===== config.mk =====
export PLATFORM = sky130hd
export DESIGN_NAME = rr_dff_arbiter
export DESIGN_NICKNAME = d
export VERILOG_FILES = /design/src/rtl/rr_dff_arbiter.sv
export SDC_FILE = /design/constraint.sdc
export NUM_CORES = 1
export LEC_CHECK = 0
export BUFFER_PORTS_ARGS = -buffer_cell sky130_fd_sc_hd__buf_2
export CAP_MARGIN = 15
export CORE_ASPECT_RATIO = 2
export CORE_UTILIZATION = 43
export CTS_CLUSTER_DIAMETER = 120
export DETAILED_ROUTE_END_ITERATION = 10
export PLACE_DENSITY = 0.78
export SLEW_MARGIN = 10
export SYNTH_ARGS = -nofsm -noshare
export SYNTH_HDL_FRONTEND = slang
export SYNTH_SLANG_ARGS = --single-unit
export TNS_END_PERCENT = 30

===== constraint.sdc =====
create_clock -name clk -period 1.5 [get_ports clk]
set_input_delay 0.075 -clock clk [delete_from_list [all_inputs] [get_ports clk]]
set_output_delay 0.075 -clock clk [all_outputs]
set_load 0.005 [all_outputs]

===== src/rtl/rr_dff_arbiter.sv =====
`default_nettype none
// ============================================================================
//  Module   : rr_dff_arbiter
//  Brief    : Four-way round-robin arbiter owning one shared WIDTH-bit
//             register. The current grantee's data is captured every cycle
//             it holds the grant. Tenure is capped at HOLD_MAX cycles.
//  Revision : 1.0  initial release
// ============================================================================
module rr_dff_arbiter #(
  parameter int WIDTH    = 8,
  parameter int HOLD_MAX = 4     // legal range 1..16
) (
  input  logic             clk,
  input  logic             reset,
  input  logic [3:0]       req,
  input  logic [WIDTH-1:0] d0,
  input  logic [WIDTH-1:0] d1,
  input  logic [WIDTH-1:0] d2,
  input  logic [WIDTH-1:0] d3,
  output logic [3:0]       grant,
  output logic [WIDTH-1:0] q,
  output logic             q_valid,
  output logic             busy
);

  // Arbiter states: IDLE means no grant is held, GRANT means grant is one-hot.
  localparam logic [0:0] S_IDLE  = 1'b0;
  localparam logic [0:0] S_GRANT = 1'b1;

  // Last count value that still allows one more kept cycle. It is held in
  // five bits so that HOLD_MAX=16 (last value 15) and HOLD_MAX=1 (last
  // value 0, so the grant is never kept) are both representable.
  localparam logic [4:0] c_HOLD_LAST = 5'(HOLD_MAX - 1);

  // --------------------------------------------------------------------------
  // State
  // --------------------------------------------------------------------------
  logic [0:0]       state_q, state_d;
  logic [3:0]       grant_q, grant_d;
  logic [1:0]       idx_q,   idx_d;    // index of the current grantee
  logic [1:0]       ptr_q,   ptr_d;    // index of the last grantee issued
  logic [3:0]       cnt_q,   cnt_d;    // cycles already kept in this tenure
  logic [WIDTH-1:0] q_q,     q_d;
  logic             q_valid_q, q_valid_d;

  // --------------------------------------------------------------------------
  // Data inputs gathered into an array so the grantee index can select them.
  // --------------------------------------------------------------------------
  logic [WIDTH-1:0] w_din [4];

  assign w_din[0] = d0;
  assign w_din[1] = d1;
  assign w_din[2] = d2;
  assign w_din[3] = d3;

  // --------------------------------------------------------------------------
  // Round-robin scan. Candidates are start+1 .. start+4 (mod 4), so the
  // start index itself is looked at last. The former grantee therefore
  // wins again only when nobody else is requesting.
  // --------------------------------------------------------------------------
  logic [1:0] w_start;
  logic [1:0] w_scan_idx [4];
  logic [3:0] w_scan_hit;
  logic [1:0] w_pick;
  logic       w_found;

  assign w_start = (state_q == S_GRANT) ? idx_q : ptr_q;

  generate
    for (genvar k = 0; k < 4; k++) begin : g_scan
      assign w_scan_idx[k] = w_start + 2'(k + 1);
      assign w_scan_hit[k] = req[w_scan_idx[k]];
    end
  endgenerate

  // Choose the first requesting candidate in scan order.
  always_comb begin
    w_found = 1'b0;
    w_pick  = w_start;
    for (int k = 3; k >= 0; k--) begin
      if (w_scan_hit[k]) begin
        w_found = 1'b1;
        w_pick  = w_scan_idx[k];
      end
    end
  end

  // --------------------------------------------------------------------------
  // Keep condition: the grantee is still requesting and its tenure is below
  // the limit.
  // --------------------------------------------------------------------------
  logic w_keep;

  assign w_keep = (state_q == S_GRANT) && req[idx_q] &&
                  ({1'b0, cnt_q} < c_HOLD_LAST);

  // Next grant, pointer and tenure count.
  always_comb begin
    state_d = state_q;
    grant_d = grant_q;
    idx_d   = idx_q;
    ptr_d   = ptr_q;
    cnt_d   = cnt_q;
    case (state_q)
      S_IDLE: begin
        if (w_found) begin
          state_d = S_GRANT;
          grant_d = 4'b0001 << w_pick;
          idx_d   = w_pick;
          ptr_d   = w_pick;
          cnt_d   = 4'd0;
        end
      end
      S_GRANT: begin
        if (w_keep) begin
          cnt_d = cnt_q + 4'd1;
        end else if (w_found) begin
          // Direct hand-over: no idle cycle between grantees.
          grant_d = 4'b0001 << w_pick;
          idx_d   = w_pick;
          ptr_d   = w_pick;
          cnt_d   = 4'd0;
        end else begin
          state_d = S_IDLE;
          grant_d = 4'b0000;
          cnt_d   = 4'd0;
        end
      end
      default: begin
        state_d = S_IDLE;
        grant_d = 4'b0000;
        cnt_d   = 4'd0;
      end
    endcase
  end

  // --------------------------------------------------------------------------
  // Shared register. It loads only while the granted requester still
  // requests, so a dropped request shows up as a one-cycle q_valid gap.
  // --------------------------------------------------------------------------
  logic w_load;

  assign w_load = |(grant_q & req);

  // Capture the grantee's data, or hold q and flag it as not freshly loaded.
  always_comb begin
    q_d       = q_q;
    q_valid_d = 1'b0;
    if (w_load) begin
      q_d       = w_din[idx_q];
      q_valid_d = 1'b1;
    end
  end

  // State registers. Reset overrides everything and leaves requester 0
  // with first priority (ptr=3, so the scan starts at 0).
  always_ff @(posedge clk) begin
    if (reset) begin
      state_q   <= S_IDLE;
      grant_q   <= 4'b0000;
      idx_q     <= 2'd0;
      ptr_q     <= 2'd3;
      cnt_q     <= 4'd0;
      q_q       <= '0;
      q_valid_q <= 1'b0;
    end else begin
      state_q   <= state_d;
      grant_q   <= grant_d;
      idx_q     <= idx_d;
      ptr_q     <= ptr_d;
      cnt_q     <= cnt_d;
      q_q       <= q_d;
      q_valid_q <= q_valid_d;
    end
  end

  assign grant   = grant_q;
  assign q       = q_q;
  assign q_valid = q_valid_q;
  assign busy    = |grant_q;

endmodule
`default_nettype wire


**After elaboration in Yosys (flattened, before gate mapping)**

Index checks and enable logic that the tools add are counted.

- Bitwise operators: 3
- Order comparisons: 7
- Multiplexer cells: 38
- Shifts and indexed selects: 1
- Eq/ne operators: 2
- $add $sub $neg: 4
- Reductions and logical operators: 5

Operators with widths:

| kind | count |
|---|---|
| 4-bit two-way mux | 5 |
| 8-bit binary-select mux with 2-bit select | 1 |
| 2-bit two-way mux | 8 |
| 8-bit two-way mux | 2 |
| 4-bit case mux with 2 select lines | 2 |
| 2-bit by 3-bit less-than comparator with 1-bit output, second input constant | 5 |
| 1-bit two-way mux | 12 |
| 1-bit binary-select mux with 2-bit select | 5 |
| 2-bit case mux with 2 select lines | 2 |
| 4-bit OR reduction | 2 |
| 2-bit adder, second input constant | 2 |
| 4-bit by 1-bit adder with 4-bit output, second input constant | 1 |
| 4-bit AND | 1 |
| 4-bit by 2-bit less-than comparator with 1-bit output, second input constant | 1 |
| 2-bit != test, second input constant | 2 |
| 1-bit by 2-bit << shifter with 4-bit output, first input constant | 1 |
| 3-bit greater-or-equal comparator, second input constant | 1 |
| 2-bit inverter with 3-bit output | 1 |
| 2-bit by 1-bit adder with 2-bit output, second input constant | 1 |
| 1-bit logical AND | 2 |
| 1-bit case mux with 2 select lines | 1 |
| 2-bit AND reduction | 1 |
| 1-bit inverter | 1 |

- Register bits after elaboration: 22
- Output and inout port bits: 14

**Longest topological paths before layout**

Gate-level depths: netlist of run 1.

- Depth in word-level cells: 11
- Depth in mapped cells: 6
- Mapped depth without buffers: 6

**Least setup slack after synthesis of run 1**

No wires, ideal clock.

- Path type: flip-flop to flip-flop
- Start point: register idx_q[1]
- End point: register ptr_q[1]
- Setup time: 0.114 ns
- Clock period less this slack: 1.523 ns
- Buffers on the path: 0
- Cell stages (with the launch flop): 6
- Arrival time: 1.409 ns
- Setup slack: -0.023 ns
- Cell sequence: dfxtp_1 > mux4_1 > nand2_2 > nand2b_2 > a21oi_1 > a21bo_1

- Longest elaborated chain between the ends: 10

Ends and longest elaborated chain:

| item | RTL line | text |
|---|---|---|
| start, declared | 40 | `logic [1:0] idx_q, idx_d;` |
| start signal, assigned | 169 | `idx_q <= idx_d;` |
| 2-bit two-way mux | 67 | `assign w_start = (state_q == S_GRANT) ? idx_q : ptr_q;` |
| 2-bit adder / 1-bit binary-select mux with 2-bit select (equally long branches) | 71, 72 |  |
| 1-bit binary-select mux with 2-bit select / 1-bit two-way mux (equally long branches) | 72 | `assign w_scan_hit[k] = req[w_scan_idx[k]];` |
| 1-bit two-way mux (on tied branches) | 72, 81 |  |
| 2-bit two-way mux / 1-bit two-way mux (equally long branches) (3 in a row) | 81 | `if (w_scan_hit[k]) begin` |
| 2-bit two-way mux | 106, 117 |  |
| 2-bit two-way mux | 115 | `if (w_keep) begin` |
| 2-bit case mux with 2 select lines | 104 | `case (state_q)` |
| end signal, assigned | 170 | `ptr_q <= ptr_d;` |
| end, declared | 41 | `logic [1:0] ptr_q, ptr_d;` |

Several ways; a longest one is shown, not always the timed one. The select of a mux whose other input is x is not followed.
A chain may end at the register's enable or synchronous reset.

**Worst setup path after layout of run 1**

- Start point: register state_q
- End point: register grant_q[3], in the netlist grant[3]

- Longest elaborated chain between the ends: 11

Ends and longest elaborated chain:

| item | RTL line | text |
|---|---|---|
| start, declared | 38 | `logic [0:0] state_q, state_d;` |
| start signal, assigned | 167 | `state_q <= state_d;` |
| 2-bit two-way mux | 67 |  |
| 2-bit adder | 71 | `assign w_scan_idx[k] = w_start + 2'(k + 1);` |
| 1-bit binary-select mux with 2-bit select | 72 |  |
| 1-bit two-way mux (implied by the code) | 72 |  |
| 2-bit two-way mux (3 in a row) | 81 |  |
| 1-bit by 2-bit << shifter with 4-bit output | 108, 119 |  |
| 4-bit two-way mux | 117 | `end else if (w_found) begin` |
| 4-bit two-way mux | 115 |  |
| 4-bit case mux with 2 select lines | 104 |  |
| end signal, assigned | 168 | `grant_q <= grant_d;` |
| end, declared | 39 | `logic [3:0] grant_q, grant_d;` |

Several ways; a longest one is shown, not always the timed one. The select of a mux whose other input is x is not followed.

==> results of run 1 <==
logic make-up (layout without fill, tap and decap cells):
family,count (synthesis),after routing,share of synthesized area [%]
AO/OA/AOI/OAI,17,17,12.3
XOR/XNOR,1,1,0.697
adder cells (fa/ha/maj),1,1,0.996
buffers and inverters,8,75,3.79
flip-flops,22,22,35.1
multiplexers,22,22,30.7
AND/OR/NAND/NOR,37,37,16.5
area by class of cell:
cell class | instances | share of cell area (%)
tap | 29 | 1.99
clock buffer | 3 | 2.26
sequential | 22 | 24.5
multi-input combinational | 78 | 46.8
timing repair buffer | 69 | 22.4
inverter | 2 | 0.411
clock inverter | 1 | 1.64
power breakdown:
part           switching [W]  total (W)  internal [W]
Clock               0.000195   0.000552      0.000357
Combinational       0.000377   0.000826      0.000448
Sequential         0.0000671   0.000739      0.000672
Total               0.000640    0.00212       0.00148
worst register-to-register path: cells and delay by family (launching register included):
family,cells,cell delay [ns]
AOI/OAI and AO/OA,2,0.64
muxes,2,0.40
DFF,1,0.34
buffers and inverters,1,0.15
what timing repair did:
item	in CTS	in global routing
setup endpoints to repair	17	18
pin swaps	3	5
gates resized for setup	13	16
gates cloned	0	0
buffers inserted	2	1
registers in the layout (all words and copies together), names as in the netlist:
name	cells
grant	4
q_valid	1
ptr_q	2
q	8
idx_q	2
cnt_q	4
state_q	1
worst paths after layout:
kind,cells past startpoint,slack (ns),to
max reg2reg,5,-0.14,grant[3]$_SDFFE_PP0P_
min,3,0.17,state_q$_SDFF_PP0_
min reg2reg,2,0.50,q[0]$_SDFFE_PP0P_
max,5,-0.14,grant[3]$_SDFFE_PP0P_
stage by stage:
stage | power, W | setup WS [ns] | util [%] | setup TNS (ns)
finish | 0.00212 | -0.136 | 65.9 | -0.895
global route | 0.00222 | -0.211 | 65.9 | -1.44
CTS | 0.00205 | -0.141 | 63.1 | -0.900
detailed placement | 0.00144 | -0.177 | 58.4 | -1.08
global placement | 0.00142 | -0.129 | 58.4 | -0.747
floorplan | 0.00119 | -0.0170 | - | -0.0179
layer usage:
metal | wire length [µm] | vias to the layer above | GRT usage [%]
met4 | 142 | 0 | 9.00
met3 | 198 | 13 | 2.54
met1 | 1200 | 552 | 20.4
met5 | 0 | - | 0
li1 | - | 548 | -
met2 | 1950 | 60 | 43.1
cells in the final DEF (no fill, tap or decap), types with 2 or more instances in the layout:
cell type | synthesis | routed
a21oi_2 | 0 | 2
a22o_1 | 2 | 2
buf_2 | 2 | 51
buf_4 | 0 | 13
buf_6 | 2 | 5
clkbuf_8 | 0 | 3
dfxtp_1 | 22 | 19
dfxtp_2 | 0 | 2
inv_1 | 2 | 2
mux2_4 | 1 | 2
mux2i_1 | 10 | 9
mux4_1 | 9 | 8
nand2_1 | 4 | 4
nand2b_1 | 2 | 2
nor2_1 | 15 | 14
nor2_4 | 0 | 2
nor3_1 | 3 | 2
nor3b_1 | 3 | 3
==> flow_summary.yaml, run 1 <==
setup_path:
  critPathTopFamily: "compound AO/OA/AOI/OAI gates"
  worstSetupPathType: "flip-flop to flip-flop"
  crit_chain: "buf_4 > mux2i_4 > mux2i_1 > a211o_2 > a32o_1"
  required_ns: 1.67
  arrival_ns: 1.80
  crit_path_end_kind: "flip-flop"
  critPathBufInv: 1
  r2r_start: "state_q$_SDFF_PP0_"
  cp-start-kind: "flip-flop"
  slowest_stage: "a211o_2"
  critPathLaunch: "state_q$_SDFF_PP0_"
  cpPeakStageDelay_ns: 0.38
  cp_max_fo: 5
floorplanning:
  die_w_um: 40.2
  rows: 27
  core_um2: 2770
  chipHeight_um: 78.4
  dieArea_um2: 3150
  ioPinCount: 52
  initial_core_util_pct: 45.3
worst_hold_path:
  hp-start: "req[3]"
  hp-class: "input pin to flip-flop"
synth:
  yosysTopAreaCell: "dfxtp_1"
  synth_area_um2: 1260
  ys_types: 40
  synth_top_area_share_pct: 35.1
  yosysMostFrequentCell: "dfxtp_1"
  yosysSeqAreaShare_pct: 35.1
  synth-edff-count: 0
  ys_ff_latch: 22
  syn_inst: 108
  ys_top_cells_by_count: "dfxtp_1, nor2_1, mux2i_1"
  asyncSetResetFlopFracSynth_pct: 0
  synth.area.top_cells: "dfxtp_1, mux4_1, mux2i_1"
  synth.net_count: 147
  syn_area_per_cell_um2: 11.6
  synth_top_flop_cell: "dfxtp_1"
  yosysWarnings: 0
cts:
  htreeDepth: 1
  cts_tree: "done"
  cts_made_buffers: 3
  ctsHoldBuffers: 0
  root_buffer: "clkbuf_8"
  cts_buffer_depth: 2
  cts_sinks: 22
  path_clk_slew_ns: 0.08
  worstSkewPairLatency_ns: 0.27
grt:
  grt_max_degree: 22
  grt-ovfl-total: 0
  grt_pass1_wl_mm: 5.02
  grt_pass1_vias: 1193
  grtUsageTotal_pct: 22.2
  grt_antenna_before_repair: 0
timing:
  min_period_over_period_pct: 109
  tightestPinTransition_ns: 0.415
  slew_viol_final: 0
  finClkSkew_ns: 0.00618
  setup_ws_ns: -0.136
  hold_violations: 0
  fin_hold_ws_ns: 0.172
  min_period_ns: 1.64
  max-slew-margin-rel_pct: 72.3
  setup_viol: 8
  clock.fmax_mhz: 611
  rsz0062_at_grt: "true"
power_and_ir_drop:
  powerDensity_nw_per_um2: 1160
  ir_drop_uv: 689
  p_leak_nw: 0.896
layout:
  multiInputGateArea_um2: 855
  final_nets: 215
  syn_to_final_growth_pct: 45.3
  layout.cells.non_filler: 204
  diodes: 0
  nFillCells: 208
  final_layout_size_suffix_gt1_share_pct: 56.0
  final_area_um2: 1830
  seq_area_um2: 447
place:
  dpl-instance-area_um2: 1620
  hpwl_mm: 2.43
  place_congestion: 0.911
  dpl.cell_count: 197
  port_buffers: 51
detailed_routing:
  first_pass_iters: 4
  avgViaCountPerCell: 5.75
  routed_wl_mm: 3.49
  ant_nets: 0
  drt_iter0_drc: 23
  wire_per_inst_um: 17.1
  drc: 0
  vias: 1173
status:
  violations: "setup timing"
  run_status: "finished with violations"
flow_run:
  maxCapViolCount: 0
Power figures use the tool's default switching activity.
==> run 2, diff against run 1 <==
- PLACE_DENSITY: 0.78 -> 0.76
==> run 2 against run 1 <==
Against the previous run:
- the flow still finishes with violations (setup timing)
- die area is the same
- critical path depth is the same
- global-route usage grew 0.85 points
- clock-buffer cell count is the same
- design area shrank 1.8%
- sequential power shrank 0.7%
- total power shrank 0.30%
- register-to-register slack is essentially flat
- worst hold slack gained 0.048 ns
- flip-flop and latch count is the same
- critical path type unchanged
- highest routed layer unchanged
==> flow_summary.yaml, run 2 (synthesis results as in run 1) <==
power_and_ir_drop:
  finalPower_w: 0.00211
  powerDensity_nw_per_um2: 1180
  ir_drop_uv: 662
  p_leak_nw: 0.886
detailed_routing:
  drc: 0
  met2_length_mm: 2.08
  vias: 1168
  routed_wl_mm: 3.51
  first_pass_iters: 4
  wire_per_inst_um: 17.0
  drt-met1-wl_mm: 1.17
  ant_nets: 0
  top_layer_used: "met4"
  drt_iter0_drc: 25
  avgViaCountPerCell: 5.67
  wl_met3_um: 187
timing:
  setup_viol: 9
  clock.fmax_mhz: 606
  min_period_ns: 1.65
  tightestPinTransition_ns: 0.413
  finClkSkew_ns: 0.00518
  min_period_over_period_pct: 110
  hold_violations: 0
  max-slew-margin-rel_pct: 72.5
  slew_viol_final: 0
  setup_ws_ns: -0.149
  rsz0062_at_grt: "true"
layout:
  final_nets: 217
  final_cell_mix: "buf_2, dfxtp_1, buf_4, nor2_1, mux2i_1"
  final_common_cell: "buf_2"
  final_layout_size_suffix_gt1_share_pct: 56.5
  nFillCells: 237
  diodes: 0
  largest_register_ff_count: 8
  syn_to_final_growth_pct: 42.7
  final_area_um2: 1790
worst_hold_path:
  hp-class: "input pin to flip-flop"
  min_to: "q[4]$_SDFFE_PP0P_"
  hp-start: "reset"
  whs_path_depth: 2
floorplanning:
  initial_core_util_pct: 45.3
  core_um2: 2770
  ioPinCount: 52
  die_w_um: 40.2
  chipHeight_um: 78.4
  rows: 27
  dieArea_um2: 3150
grt:
  grt_max_degree: 22
  grt_pass1_vias: 1276
  grt_antenna_before_repair: 0
  grtUsageTotal_pct: 23.1
  grt-ovfl-total: 0
  grt_pass1_wl_mm: 5.17
setup_path:
  arrival_ns: 1.82
  r2r_start: "state_q$_SDFF_PP0_"
  r2r_setup_slack_ns: -0.15
  required_ns: 1.67
  r2r.worst_path.cells: 5
  cp-start-kind: "flip-flop"
  worstSetupPathType: "flip-flop to flip-flop"
  cp_max_fo: 5
  crit_path_end_kind: "flip-flop"
  critPathLaunch: "state_q$_SDFF_PP0_"
  r2r_end: "grant[3]$_SDFFE_PP0P_"
cts:
  cts_tree: "done"
  cts_buffer_depth: 2
  htreeDepth: 1
  path_clk_slew_ns: 0.08
  root_buffer: "clkbuf_8"
  cts_sinks: 22
  ctsHoldBuffers: 0
  worstSkewPairLatency_ns: 0.27
  cts_made_buffers: 3
place:
  hpwl_mm: 2.67
  dpl-instance-area_um2: 1640
  port_buffers: 51
  place_congestion: 0.866
flow_run:
  maxCapViolCount: 0
status:
  violations: "setup timing"
  run_status: "finished with violations"
==> run 2: changes by cell type in the layout (fill, tap and decap cells not counted), moves of 2 or more <==
cell / change
buf_4: +4
buf_6: -2
mux4_1: -2
mux4_2: +2
==> run 2: timing repair <==
item,4_1_cts,5_1_grt
gates resized for setup,14,11
setup endpoints to repair,11,12
buffers inserted,1,1
pin swaps,3,3
==> run 2: area by class of cell <==
class / count / area [µm²] / area share (%)
multi-input cells: 78 / 812 / 45.3
flip-flops and latches: 22 / 449 / 25.1
repair buffers: 71 / 417 / 23.2
clock buffers: 3 / 41.3 / 2.30
well taps: 29 / 36.3 / 2.02
clock inverters: 1 / 30.0 / 1.67
inverters: 2 / 7.51 / 0.419
==> run 2: per-layer routing <==
layer / vias up / global-route usage (%)
li1: 547 / -
met2: 47 / 44.7
met4: 0 / 10.0
met5: - / 0
met1: 566 / 19.7
met3: 8 / 4.52
==> run 2: metrics by stage <==
stage / worst slack (ns) / hold slack, ns / util [%] / TNS [ns] / instances
2_1_floorplan: -0.0170 / 0.159 / - / -0.0179 / 108
3_3_place_gp: -0.0894 / 0.455 / 59.2 / -0.540 / 200
3_5_place_dp: -0.177 / 0.473 / 59.2 / -1.12 / 200
4_1_cts: -0.123 / 0.217 / 63.7 / -0.648 / 205
5_1_grt: -0.188 / 0.241 / 64.7 / -1.52 / 206
6_report: -0.149 / 0.220 / 64.7 / -0.862 / 206
==> run 2: worst max path at each step <==
stage / depth (start not counted) / endpoint / slack [ns]
2_1_floorplan: 5 / grant[0]$_SDFFE_PP0P_ / -0.02
3_3_place_gp: 5 / grant[0]$_SDFFE_PP0P_ / -0.09
3_5_place_dp: 6 / grant[3]$_SDFFE_PP0P_ / -0.18
4_1_cts: 6 / grant[2]$_SDFFE_PP0P_ / -0.12
5_1_grt: 5 / grant[3]$_SDFFE_PP0P_ / -0.19
6_report: 5 / grant[3]$_SDFFE_PP0P_ / -0.15
==> run 2: critical path, cell delays in order (launching register included) <==
cell     delay, ns
dfxtp_4       0.37
buf_6         0.11
mux2i_4       0.27
mux2i_1       0.12
a211o_2       0.42
a32o_1        0.27
==> run 2: power breakdown <==
part / leakage [nW] / internal (W) / switching [W] / total (W)
sequential: 0.182 / 0.000671 / 0.0000637 / 0.000734
clock: 0.0357 / 0.000357 / 0.000202 / 0.000559
combinational: 0.669 / 0.000445 / 0.000372 / 0.000817
==> run 3, diff against run 2 <==
- ABC_CLOCK_PERIOD_IN_PS: unset -> 1500
- SKIP_CTS_REPAIR_TIMING: unset -> 1
==> run 3 against run 2 <==
Against the previous run:
- the run still ends with setup timing left
- register-to-register slack got worse by 0.09 ns
- worst setup slack worse by 0.086 ns
- sequential power barely moved
- final cell count fell by 0.97%
- flip-flop and latch count did not move
- critical path type unchanged
- largest power group unchanged
- highest routed layer unchanged
==> flow_summary.yaml, run 3 (synthesis results as in run 1) <==
setup_path:
  cpPeakStageDelay_ns: 0.43
  crit_chain: "buf_6 > mux2_4 > o21ai_2 > a21oi_2 > a311oi_4 > a32o_1"
  cp_max_fo: 6
  critPathBufInv: 1
  worstSetupPathType: "flip-flop to flip-flop"
  crit_path_end_kind: "flip-flop"
  slowest_stage: "a311oi_4"
  cp-start-kind: "flip-flop"
  arrival_ns: 1.95
  r2r.worst_path.cells: 6
  path_depth: 6
  critPathTopFamily: "compound AO/OA/AOI/OAI gates"
  required_ns: 1.71
cts:
  cts_buffer_depth: 2
  htreeDepth: 1
  path_clk_slew_ns: 0.08
  cts_sinks: 22
  worstSkewPairLatency_ns: 0.27
  cts_made_buffers: 3
  root_buffer: "clkbuf_8"
  cts_tree: "done"
grt:
  grt_pass1_wl_mm: 5.09
  grt_max_degree: 22
  grtUsageTotal_pct: 22.6
  grt-ovfl-total: 0
  grt_antenna_before_repair: 0
  grt_pass1_vias: 1252
detailed_routing:
  avgViaCountPerCell: 5.73
  ant_nets: 0
  drc: 0
  first_pass_iters: 4
  routed_wl_mm: 3.33
  drt_iter0_drc: 29
  vias: 1168
  wire_per_inst_um: 16.3
layout:
  final_area_um2: 1740
  final_nets: 215
  final_layout_size_suffix_gt1_share_pct: 54.9
  syn_to_final_growth_pct: 38.2
  diodes: 0
  final_cell_mix: "buf_2, dfxtp_1, buf_4, nor2_1, mux2i_1"
  largest_register_ff_count: 8
  final_common_cell: "buf_2"
floorplanning:
  rows: 27
  ioPinCount: 52
  dieArea_um2: 3150
  chipHeight_um: 78.4
  core_um2: 2770
  die_w_um: 40.2
  initial_core_util_pct: 45.3
status:
  run_status: "finished with violations"
  violations: "setup timing"
place:
  dpl-instance-area_um2: 1640
  port_buffers: 51
  dp_slack_ns: -0.177
  place_congestion: 0.866
  hpwl_mm: 2.67
timing:
  clock.fmax_mhz: 576
  min_period_ns: 1.74
  min_period_over_period_pct: 116
  fin_hold_ws_ns: 0.209
  slew_viol_final: 0
  setup_viol: 8
  hold_violations: 0
  max-slew-margin-rel_pct: 72.5
  rsz0062_at_grt: "true"
  finClkSkew_ns: 0.00555
  tightestPinTransition_ns: 0.413
  setup_ws_ns: -0.235
power_and_ir_drop:
  powerDensity_nw_per_um2: 1180
  ir_drop_uv: 661
  p_leak_nw: 0.858
worst_hold_path:
  whs_path_depth: 3
  hp-class: "input pin to flip-flop"
flow_run:
  maxCapViolCount: 0
## run 3: layout make-up
| type | count | area [µm²] |
|---|---|---|
| Fill cell | 251 | 1030 |
| Multi-Input combinational cell | 78 | 779 |
| Sequential cell | 22 | 448 |
| Timing Repair Buffer | 69 | 394 |
| Clock buffer | 3 | 41.3 |
| Tap cell | 29 | 36.3 |
| Clock inverter | 1 | 30.0 |
| Inverter | 2 | 7.51 |
## run 3: power breakdown
group	switching (W)	internal [W]
combinational	0.000340	0.000409
sequential	0.0000636	0.000673
clock	0.000200	0.000357
total	0.000603	0.00144
## run 3: stage by stage
| stage | TNS (ns) | cells | util, % | total power [W] |
|---|---|---|---|---|
| floorplan | -0.0179 | 108 | - | 0.00119 |
| global placement | -0.540 | 200 | 59.2 | 0.00143 |
| detailed placement | -1.12 | 200 | 59.2 | 0.00147 |
| CTS | -1.38 | 204 | 61.7 | 0.00202 |
| global route | -1.82 | 204 | 62.7 | 0.00215 |
| finish | -1.30 | 204 | 62.7 | 0.00204 |
## run 3: worst paths after layout
path	startpoint	endpoint	slack [ns]
min	req[1]	state_q$_SDFF_PP0_	0.21
max reg2reg	state_q$_SDFF_PP0_	grant[3]$_SDFFE_PP0P_	-0.24
min reg2reg	cnt_q[2]$_SDFFE_PP0P_	cnt_q[2]$_SDFFE_PP0P_	0.50
max	state_q$_SDFF_PP0_	grant[3]$_SDFFE_PP0P_	-0.24
## run 3: metal layers
layer | track usage (%) | wire, µm
met4 | 9.00 | 61
met5 | 0 | 0
met1 | 19.5 | 1110
met2 | 44.2 | 1980
met3 | 4.24 | 177
## run 3: worst reg2reg max path: stages, from the launching register on
cell      delay (ns)
dfxtp_2         0.36
buf_6           0.11
mux2_4          0.32
o21ai_2         0.15
a21oi_2         0.09
a311oi_4        0.43
a32o_1          0.22
